[src/rtl/control_unit.sv]
// Hardwired fetch/decode/execute sequencer for the 32-bit single-bus datapath.
// Define CU_DIV_EN to build the divide sequence (DWAIT state and reset_div).
module control_unit (
  input  logic       clk,
  input  logic       clr,
  input  logic       run,
  input  logic [31:0] ir,
  input  logic       con,
  input  logic       calc_finished,
  output logic       dp_clr,
  output logic [4:0] op_sel,
  output logic       R_out,
  output logic       MDR_out,
  output logic       PC_out,
  output logic       Zlo_out,
  output logic       Zhi_out,
  output logic       HI_out,
  output logic       LO_out,
  output logic       In_out,
  output logic       C_out,
  output logic       Rin,
  output logic       MDR_rd,
  output logic       MAR_rd,
  output logic       HI_rd,
  output logic       LO_rd,
  output logic       Zhi_rd,
  output logic       Zlo_rd,
  output logic       PC_rd,
  output logic       Out_rd,
  output logic       Y_rd,
  output logic       IR_rd,
  output logic       IncPC,
  output logic       Read,
  output logic       Write,
  output logic       Gra,
  output logic       Grb,
  output logic       Grc,
  output logic       BAout,
  output logic       CONin,
  output logic       reset_div,
  output logic       halted,
  output logic       illegal
);

  localparam logic [4:0] OP_LD   = 5'b00000;
  localparam logic [4:0] OP_LDI  = 5'b00001;
  localparam logic [4:0] OP_ST   = 5'b00010;
  localparam logic [4:0] OP_ADD  = 5'b00011;
  localparam logic [4:0] OP_MUL  = 5'b01111;
  localparam logic [4:0] OP_DIV  = 5'b10000;
  localparam logic [4:0] OP_BR   = 5'b10010;
  localparam logic [4:0] OP_IN   = 5'b10110;
  localparam logic [4:0] OP_OUT  = 5'b10111;
  localparam logic [4:0] OP_MFHI = 5'b11000;
  localparam logic [4:0] OP_MFLO = 5'b11001;
  localparam logic [4:0] OP_NOP  = 5'b11010;
  localparam logic [4:0] OP_HALT = 5'b11011;

  typedef enum logic [3:0] {
    S_RST,
    S_T0, S_T1, S_T2, S_T3, S_T4, S_T5, S_T6, S_T7,
`ifdef CU_DIV_EN
    S_DWAIT,
`endif
    S_HALT
  } state_e;

  state_e     state_q, state_d;
  logic [4:0] opcode;

  assign opcode = ir[31:27];

  // Only the opcode field drives decode; the rest of IR belongs to the datapath.
  logic unused_inputs;
  assign unused_inputs = ^{ir[26:0], calc_finished};

  // NOTE: state registers use non-blocking assignments so every flop samples
  // pre-edge values; clr is sampled on the edge, not asynchronously.
  always_ff @(posedge clk) begin
    if (!clr) state_q <= S_RST;
    else      state_q <= state_d;
  end

  // NOTE: every output and state_d gets a default before the case so that no
  // path through this block can leave a signal unassigned and infer a latch.
  always_comb begin
    state_d   = state_q;
    op_sel    = OP_ADD;
    dp_clr    = 1'b0;
    R_out     = 1'b0;
    MDR_out   = 1'b0;
    PC_out    = 1'b0;
    Zlo_out   = 1'b0;
    Zhi_out   = 1'b0;
    HI_out    = 1'b0;
    LO_out    = 1'b0;
    In_out    = 1'b0;
    C_out     = 1'b0;
    Rin       = 1'b0;
    MDR_rd    = 1'b0;
    MAR_rd    = 1'b0;
    HI_rd     = 1'b0;
    LO_rd     = 1'b0;
    Zhi_rd    = 1'b0;
    Zlo_rd    = 1'b0;
    PC_rd     = 1'b0;
    Out_rd    = 1'b0;
    Y_rd      = 1'b0;
    IR_rd     = 1'b0;
    IncPC     = 1'b0;
    Read      = 1'b0;
    Write     = 1'b0;
    Gra       = 1'b0;
    Grb       = 1'b0;
    Grc       = 1'b0;
    BAout     = 1'b0;
    CONin     = 1'b0;
    reset_div = 1'b0;
    halted    = 1'b0;
    illegal   = 1'b0;

    case (state_q)
      S_RST: begin
        dp_clr  = 1'b1;
        op_sel  = 5'b00000;
        state_d = S_T0;
      end

      S_T0: begin
        if (!run) begin
          op_sel = 5'b00000;
        end else begin
          PC_out  = 1'b1;
          MAR_rd  = 1'b1;
          IncPC   = 1'b1;
          state_d = S_T1;
        end
      end

      S_T1: begin
        Read    = 1'b1;
        MDR_rd  = 1'b1;
        state_d = S_T2;
      end

      S_T2: begin
        MDR_out = 1'b1;
        IR_rd   = 1'b1;
        state_d = S_T3;
      end

      S_T3: begin
        state_d = S_T0;
        case (opcode) inside
          [5'd3:5'd14]: begin
            Grb = 1'b1; R_out = 1'b1; Y_rd = 1'b1; state_d = S_T4;
          end
          OP_MUL: begin
            Gra = 1'b1; R_out = 1'b1; Y_rd = 1'b1; state_d = S_T4;
          end
`ifdef CU_DIV_EN
          OP_DIV: begin
            Gra = 1'b1; R_out = 1'b1; Y_rd = 1'b1; state_d = S_T4;
          end
`endif
          OP_LD, OP_LDI, OP_ST: begin
            Grb = 1'b1; BAout = 1'b1; Y_rd = 1'b1; state_d = S_T4;
          end
          OP_BR: begin
            Gra = 1'b1; R_out = 1'b1; CONin = 1'b1; state_d = S_T4;
          end
          OP_IN:   begin In_out = 1'b1; Gra = 1'b1; Rin = 1'b1; end
          OP_OUT:  begin Gra = 1'b1; R_out = 1'b1; Out_rd = 1'b1; end
          OP_MFHI: begin HI_out = 1'b1; Gra = 1'b1; Rin = 1'b1; end
          OP_MFLO: begin LO_out = 1'b1; Gra = 1'b1; Rin = 1'b1; end
          OP_NOP:  ;
          OP_HALT: state_d = S_HALT;
          default: illegal = 1'b1;
        endcase
      end

      S_T4: begin
        state_d = S_T5;
        case (opcode) inside
          [5'd3:5'd14]: begin
            Grc = 1'b1; R_out = 1'b1; op_sel = opcode; Zlo_rd = 1'b1;
          end
          OP_MUL: begin
            Grb = 1'b1; R_out = 1'b1; op_sel = OP_MUL; Zhi_rd = 1'b1; Zlo_rd = 1'b1;
          end
`ifdef CU_DIV_EN
          OP_DIV: begin
            Grb = 1'b1; R_out = 1'b1; op_sel = OP_DIV; reset_div = 1'b1;
            state_d = S_DWAIT;
          end
`endif
          OP_LD, OP_LDI, OP_ST: begin C_out = 1'b1; Zlo_rd = 1'b1; end
          OP_BR:   begin PC_out = 1'b1; Y_rd = 1'b1; end
          default: state_d = S_T0;
        endcase
      end

`ifdef CU_DIV_EN
      // Divider operands stay on the bus until the divider reports completion.
      S_DWAIT: begin
        Grb    = 1'b1;
        R_out  = 1'b1;
        op_sel = OP_DIV;
        if (calc_finished) begin
          Zhi_rd  = 1'b1;
          Zlo_rd  = 1'b1;
          state_d = S_T5;
        end
      end
`endif

      S_T5: begin
        state_d = S_T6;
        case (opcode) inside
          [5'd3:5'd14], OP_LDI: begin
            Zlo_out = 1'b1; Gra = 1'b1; Rin = 1'b1; state_d = S_T0;
          end
          OP_MUL, OP_DIV: begin Zlo_out = 1'b1; LO_rd = 1'b1; end
          OP_LD, OP_ST:   begin Zlo_out = 1'b1; MAR_rd = 1'b1; end
          OP_BR:          begin C_out = 1'b1; Zlo_rd = 1'b1; end
          default:        state_d = S_T0;
        endcase
      end

      S_T6: begin
        state_d = S_T0;
        case (opcode)
          OP_MUL, OP_DIV: begin Zhi_out = 1'b1; HI_rd = 1'b1; end
          OP_LD: begin Read = 1'b1; MDR_rd = 1'b1; state_d = S_T7; end
          OP_ST: begin Gra = 1'b1; R_out = 1'b1; MDR_rd = 1'b1; state_d = S_T7; end
          OP_BR: begin Zlo_out = 1'b1; PC_rd = con; end
          default: ;
        endcase
      end

      S_T7: begin
        state_d = S_T0;
        case (opcode)
          OP_LD:   begin MDR_out = 1'b1; Gra = 1'b1; Rin = 1'b1; end
          OP_ST:   Write = 1'b1;
          default: ;
        endcase
      end

      S_HALT: begin
        halted = 1'b1;
        op_sel = 5'b00000;
      end

      default: state_d = S_RST;
    endcase
  end

endmodule

[config.mk]
export PLATFORM = sky130hd
export DESIGN_NAME = control_unit
export DESIGN_NICKNAME = d
export VERILOG_FILES = /design/src/rtl/control_unit.sv
export SDC_FILE = /design/constraint.sdc
export NUM_CORES = 1
export LEC_CHECK = 0
export BUFFER_PORTS_ARGS = -buffer_cell sky130_fd_sc_hd__buf_4
export CORE_ASPECT_RATIO = 0.75
export CORE_MARGIN = 2
export CORE_UTILIZATION = 41
export CTS_BUF_LIST = sky130_fd_sc_hd__clkbuf_16
export CTS_CLUSTER_SIZE = 24
export DETAILED_ROUTE_END_ITERATION = 10
export GPL_ROUTABILITY_DRIVEN = 0
export GPL_TIMING_DRIVEN = 0
export PLACE_DENSITY = 0.85
export SYNTH_ARGS = -nofsm -noshare
export SYNTH_HDL_FRONTEND = slang
export SYNTH_SLANG_ARGS = --single-unit
[constraint.sdc]
create_clock -name clk -period 4.22 [get_ports clk]
set_clock_uncertainty 0.1 [all_clocks]
set_input_delay 0.633 -clock clk [delete_from_list [all_inputs] [get_ports clk]]
set_output_delay 0.633 -clock clk [all_outputs]
set_load 0.05 [all_outputs]
==> results of run 1 <==
[cell families (layout without fill, tap and decap cells)]
logic type | count (synthesis) | count (layout) | synth area share
AO/OA/AOI/OAI | 38 | 38 | 0.255
XOR/XNOR | 2 | 2 | 0.0186
buffers and inverters | 21 | 66 | 0.117
flip-flops | 4 | 4 | 0.0849
other | 1 | 2 | 0.00397
AND/OR/NAND/NOR | 83 | 83 | 0.521
[metal layers]
layer  vias up  wire, um  share of wire
li1        632         -              -
met1       578      1370           0.42
met2        91      1490           0.46
met3         4       386           0.12
met4         0        13         0.0040
met5         -         0              0
[per-stage QoR]
step / total power, mW / cell area (um^2) / hold WS (ns)
after global placement: 0.310 / 1290 / 0.573
after global routing: 0.488 / 1370 / 0.589
after CTS: 0.468 / 1370 / 0.582
final: 0.469 / 1370 / 0.585
after detailed placement: 0.318 / 1290 / 0.600
after floorplan: 0.246 / 947 / 0.532
[power by group through the flow]
stage | Sequential, mW | Combinational [mW] | Clock (mW)
6_report | 0.0493 | 0.274 | 0.146
5_1_grt | 0.0498 | 0.289 | 0.149
4_1_cts | 0.0492 | 0.272 | 0.147
3_5_place_dp | 0.0491 | 0.269 | 0
3_3_place_gp | 0.0487 | 0.261 | 0
2_1_floorplan | 0.0480 | 0.198 | 0
[cells in the final DEF (no fill, tap or decap), types with 2 or more instances in the layout]
cell	instances
buf_4	46
nor2_1	16
nand2_1	12
a21oi_1	11
nor3_1	10
nand2b_1	7
o21ai_0	7
buf_2	6
clkbuf_1	5
o22ai_1	4
nand4_1	4
nor3b_1	4
nand3_1	4
and2_1	4
dfxtp_1	4
nor2b_1	3
or3_1	3
a31oi_1	3
inv_1	3
and3_1	3
clkbuf_16	3
nand4bb_1	2
o21bai_1	2
conb_1	2
[critical path, cell delays in order]
cell,delay (ns)
buf_4,0.11
buf_2,0.20
nand4_1,0.30
nor2_1,0.17
a31oi_1,0.07
nor3_1,0.28
buf_4,0.16
buf_4,0.18
[worst max path at each step]
stage	slack, ns	to
floorplan	0.81	Zhi_out
global placement	1.46	Zhi_out
detailed placement	1.39	Zhi_out
CTS	1.39	Zhi_out
global route	1.20	Zhi_out
finish	1.38	Zhi_out
[cell type report]
class / instances / area [um^2] / share of cell area
multi-input combinational: 125 / 757 / 0.553
timing repair buffer: 42 / 315 / 0.230
buffer: 18 / 98.8 / 0.0722
sequential: 4 / 80.1 / 0.0585
clock buffer: 3 / 75.1 / 0.0548
tap: 25 / 31.3 / 0.0229
inverter: 3 / 11.3 / 0.00823
==> results.cfg, run 1 <==
[drt]
first_iter_violations = 75
via_per_inst = 5.93
drc = 0
ant_nets = 0
dr.pass1.iters = 5
vias = 1305
wl_per_cell_um = 14.8
wl_um = 3260

[run_status]
status = finished, final reports clean

[pwr]
p_clk_frac = 0.311
p_seq_frac = 0.105
leakage_nw = 0.600
power_density_nw_per_um2 = 343
ir_worst_vdd_mv = 0.198
p_comb_frac = 0.584
p_sw_frac = 0.467
switching_power_mw = 0.219
internal-power_mw = 0.250

[synthesis]
ys_ff_latch = 4
synth_area_um2 = 943
synth_top_cell_area_share = 0.0849
synth_common_cells = nor2_1, nand2_1, a21oi_1
synth.area.top_cells = dfxtp_1, nor2_1, a21oi_1, nor3_1, nand2_1
ys.warnings.count = 0
synth.largest_area_cell = dfxtp_1
synth_cells = 149
ys_types = 50
synth_edf_count = 0
async_flop_share = 0
avgSynthCellArea_um2 = 6.33
synth_top_flop_cell = dfxtp_1
synth.most_common_cell = nor2_1
seq_area_frac_synth = 0.0849

[cts]
clock_sinks = 4
post_cts_buffers = 0
htreeDepth = 1
cts_root_buf = clkbuf_16
clock_latency_ns = 0.22
cts_buffer_depth = 2
cts_hold_buf = 0
cts_buffers = 3
path_clk_slew_ns = 0.03
tritoncts = yes
ctsResizeCount = 0

[cells_and_area]
n_fill_cell = 205
largestRegisters = state_q: 4 flops
fin_util = 0.613
diodes = 0
final_layout_size_suffix_gt1_frac = 0.318
finalNonFillerCells = 220
nets = 234
max_flop_register = state_q
largest_reg_flops = 4
area_delta_synth_final_pct = 45.1

[floorplanning]
pin_count = 74
rows = 15
core_um2 = 2230
fp.dieW_um = 59.4
die-area_um2 = 2700
initial_core_util = 0.422
die_h_um = 45.5

[worst_setup_path]
r2r_slack_ns = 2.49
r2r-start = state_q[2]
rr_worst_depth = 5
reg2reg_to = state_q[3]
worstPathMaxFanout = 10
cp_data_arrival_time_ns = 2.11
critical_path_class = input port to output port
end_kind = output port
crit_required_ns = 3.49
startpoint_type = input port
crit_start = ir[29]

[global_route]
grt_pass1_vias = 1086
use_met3 = 0.0455
gr-usage-met2 = 0.389
gr-total-overflow = 0
grtUsageTotal = 0.236
grt_max_degree = 11
antenna_found_initial = 0
met1_usage = 0.329
grt_pass1_wl_um = 4970
busiest_layer = met2

[timing]
min_period_ns = 2.84
grt_setup_unrepaired = false
period_share = 0.674
setup_viol = 0
setup_ws_ns = 1.38
timing.fmax_mhz = 352
finalSetupTns_ns = 0
finalMaxSlewViolations = 0
finalHoldViolCount = 0

[place]
dp_cells = 217
hpwl_um = 2480
dp_slack_ns = 1.39
portBuffers = 42

[job]
cap_violations = 0

[hold_path]
hp-class = input port to flop
hold_path_depth = 2
min-delay-start = clr
hold_path_end = state_q[0]
Power figures use the tool's default switching activity.
==> inputs of run 2 (changes only) <==
Settings changed: CORE_UTILIZATION 41 to 40, PLACE_DENSITY 0.85 to 0.83.
Clock period 4.22 ns to 2.98 ns, I/O delays scaled along.
==> results.cfg, run 2 (synthesis gave the netlist of run 1 again) <==
[pwr]
internal-power_mw = 0.354
p_clk_frac = 0.313
ir_worst_vdd_mv = 0.239
p_sw_frac = 0.462
switching_power_mw = 0.304
p_seq_frac = 0.104
leakage_nw = 0.600
p_comb_frac = 0.583
power.total_mw = 0.658
power_density_nw_per_um2 = 475

[cells_and_area]
register_area_um2 = 80.1
nets = 234
final_layout_size_suffix_gt1_frac = 0.323
n_fill_cell = 211
largest_reg_flops = 4
largestRegisters = state_q: 4 flops
area_delta_synth_final_pct = 46.8
diodes = 0
multi_input_area_um2 = 762
final_cell_mix = buf_4, nor2_1, nand2_1
finalNonFillerCells = 229
final_common_cell = buf_4
max_flop_register = state_q

[cts]
ctsResizeCount = 0
htreeDepth = 1
cts_root_buf = clkbuf_16
clock_sinks = 4
clock_latency_ns = 0.22
path_clk_slew_ns = 0.03
cts_buffer_depth = 2
post_cts_buffers = 0
tritoncts = yes
cts_buffers = 3
cts_hold_buf = 0

[drt]
wl_met2_um = 1440
wl_per_cell_um = 13.8
wl_um = 3160
wl_met3_um = 363
wl_met1_um = 1310
dr.pass1.iters = 5
via_per_inst = 5.79
vias = 1325
first_iter_violations = 89
ant_nets = 0
top_layer = met4
drc = 0

[floorplanning]
fp.dieW_um = 60.1
rows = 15
die_h_um = 46.1
initial_core_util = 0.415
die-area_um2 = 2770
pin_count = 74
core_um2 = 2270

[timing]
finalSetupTns_ns = 0
finalHoldViolCount = 0
finalMaxSlewViolations = 0
period_share = 0.841
setup_viol = 0
grt_setup_unrepaired = false
min_period_ns = 2.51
tightest_slew_ns = 0.527
relSlewSlack = 0.647
timing.fmax_mhz = 399

[worst_setup_path]
crit_required_ns = 2.43
end_kind = output port
worstPathMaxFanout = 10
startpoint_type = flop
cp_data_arrival_time_ns = 1.96
critical_path_class = flop to output port

[global_route]
grt_pass1_wl_um = 4720
grtUsageTotal = 0.224
grt_pass1_vias = 1032
gr-total-overflow = 0
grt_max_degree = 11
antenna_found_initial = 0

[place]
dp_cells = 226
portBuffers = 42
hpwl_um = 2450

[hold_path]
hp-class = input port to flop

[job]
cap_violations = 0

[run_status]
status = finished, final reports clean
==> run 2: cell type report <==
class | count | share of cell area
tap | 34 | 0.0307
multi-input combinational | 125 | 0.550
buffer | 18 | 0.0714
sequential | 4 | 0.0578
timing repair buffer | 42 | 0.228
inverter | 3 | 0.00813
clock buffer | 3 | 0.0542
==> run 2: path summary, 6_finish.rpt <==
| check | from | to | slack (ns) | cells past startpoint |
|---|---|---|---|---|
| worst min register to register | state_q[3] | state_q[1] | 0.58 | 3 |
| worst min-delay path | clr | state_q[0] | 0.39 | 2 |
| worst max-delay path | state_q[1] | MDR_rd | 0.47 | 6 |
| worst max register to register | state_q[2] | state_q[3] | 1.30 | 5 |
==> run 2: power by group through the flow <==
stage / sequential [mW] / clock (mW) / combinational, mW
2_1_floorplan: 0.0679 / 0 / 0.281
3_3_place_gp: 0.0689 / 0 / 0.372
3_5_place_dp: 0.0691 / 0 / 0.377
4_1_cts: 0.0684 / 0.207 / 0.380
5_1_grt: 0.0692 / 0.211 / 0.407
6_report: 0.0684 / 0.206 / 0.383
==> run 2: layer usage <==
layer  vias to the layer above  track usage
li1                        636            -
met1                       585        0.312
met2                        97        0.387
met3                         7       0.0253
met4                         0       0.0222
met5                         -            0
==> run 2: critical path, cell delays in order, from the launching register on <==
cell,delay (ns)
dfxtp_1,0.41
buf_2,0.26
nand2_1,0.14
nor2_1,0.36
nand3_1,0.15
a21bo_2,0.23
buf_4,0.18
==> run 2: stage by stage <==
stage                     setup WS, ns  hold WS [ns]  cell area [um^2]   util
after floorplan                  0.268         0.487               952      -
after global placement           0.635         0.580              1310  0.577
after detailed placement         0.594         0.571              1310  0.577
after CTS                        0.528         0.396              1390  0.610
after global routing             0.417         0.405              1390  0.610
final                            0.475         0.394              1390  0.610
==> inputs of run 3 (changes only) <==
Clock period 2.98 ns to 2.6 ns, I/O delays scaled along.
==> results.cfg, run 3 (synthesis gave the netlist of run 1 again) <==
[cells_and_area]
diodes = 0
final_cell_mix = buf_4, nor2_1, nand2_1
largestRegisters = state_q: 4 flops
area_delta_synth_final_pct = 48.3
final_common_cell = buf_4
nets = 234
max_flop_register = state_q
largest_reg_flops = 4
n_fill_cell = 210
final_layout_size_suffix_gt1_frac = 0.338

[timing]
period_share = 0.932
setup_ws_ns = 0.176
finalSetupTns_ns = 0
finalMaxSlewViolations = 0
grt_setup_unrepaired = false
timing.fmax_mhz = 413
setup_viol = 0
min_period_ns = 2.42
holdWs_ns = 0.345
finalHoldViolCount = 0

[drt]
drc = 0
wl_um = 3240
via_per_inst = 5.72
ant_nets = 0
wl_per_cell_um = 14.1
vias = 1311
dr.pass1.iters = 4
first_iter_violations = 90

[cts]
cts_root_buf = clkbuf_16
htreeDepth = 1
cts_buffers = 3
cts_hold_buf = 0
path_clk_slew_ns = 0.03
clock_latency_ns = 0.22
cts_buffer_depth = 2
tritoncts = yes
clock_sinks = 4

[floorplanning]
core_um2 = 2270
pin_count = 74
rows = 15
die_h_um = 46.1
fp.dieW_um = 60.1
initial_core_util = 0.415
die-area_um2 = 2770

[hold_path]
hp-class = input port to flop
hold_path_end = state_q[0]
min-delay-start = clr
hold_path_depth = 2

[place]
hpwl_um = 2460
portBuffers = 42
dp_slack_ns = 0.327

[global_route]
gr-total-overflow = 0
antenna_found_initial = 0
grt_pass1_wl_um = 4890
grtUsageTotal = 0.231
grt_pass1_vias = 1052
grt_max_degree = 11

[worst_setup_path]
cp_data_arrival_time_ns = 1.93
crit_required_ns = 2.11
critical_path_class = flop to output port
startpoint_type = flop
end_kind = output port
reg2reg_to = state_q[3]
worstPathMaxFanout = 10
r2r-start = state_q[2]
r2r_slack_ns = 0.83
rr_worst_depth = 5
crit_start = state_q[1]

[job]
cap_violations = 0

[pwr]
ir_worst_vdd_mv = 0.278
power_density_nw_per_um2 = 544
leakage_nw = 0.602

[run_status]
status = finished, final reports clean
## run 3: area by class of cell
cell class,count,area [um^2],share of cell area
multi-input combinational,125,776,0.555
inverter,3,11.3,0.00805
timing repair buffer,42,315,0.225
buffer,18,98.8,0.0707
tap,34,42.5,0.0304
clock buffer,3,75.1,0.0537
sequential,4,80.1,0.0572
## run 3: worst max-delay path by stage
stage | to | slack (ns)
6_report | MDR_rd | 0.18
5_1_grt | MDR_rd | 0.1
4_1_cts | MDR_rd | 0.10
3_5_place_dp | Gra | 0.33
3_3_place_gp | Gra | 0.37
2_1_floorplan | PC_out | 0.005
## run 3: critical path, stage by stage (launching register included)
cell     delay (ns)
dfxtp_1        0.41
buf_2          0.27
nand2_1        0.18
nor2_2         0.28
nand3_1        0.16
a21bo_2        0.23
buf_4          0.18
## run 3: report_power, final
part | internal, mW | switching, mW
Sequential | 0.0710 | 0.00846
Combinational | 0.140 | 0.306
Clock | 0.196 | 0.0388
## run 3: metrics by stage
stage / cell area (um^2) / utilization / total power, mW / cells
floorplan: 963 / - / 0.403 / 150
global route: 1400 / 0.616 / 0.796 / 229
detailed placement: 1320 / 0.582 / 0.519 / 226
global placement: 1320 / 0.582 / 0.509 / 226
CTS: 1400 / 0.615 / 0.758 / 229
finish: 1400 / 0.616 / 0.761 / 229
## run 3: timing repair
item	CTS	global route
setup buffers	0	0
resized for setup	0	1
endpoints found under the setup margin	0	1
## run 3: routing by layer
| metal | global-route usage | wire (um) |
|---|---|---|
| met1 | 0.329 | 1360 |
| met2 | 0.372 | 1510 |
| met3 | 0.0281 | 321 |
| met4 | 0.0578 | 40 |
| met5 | 0 | 0 |
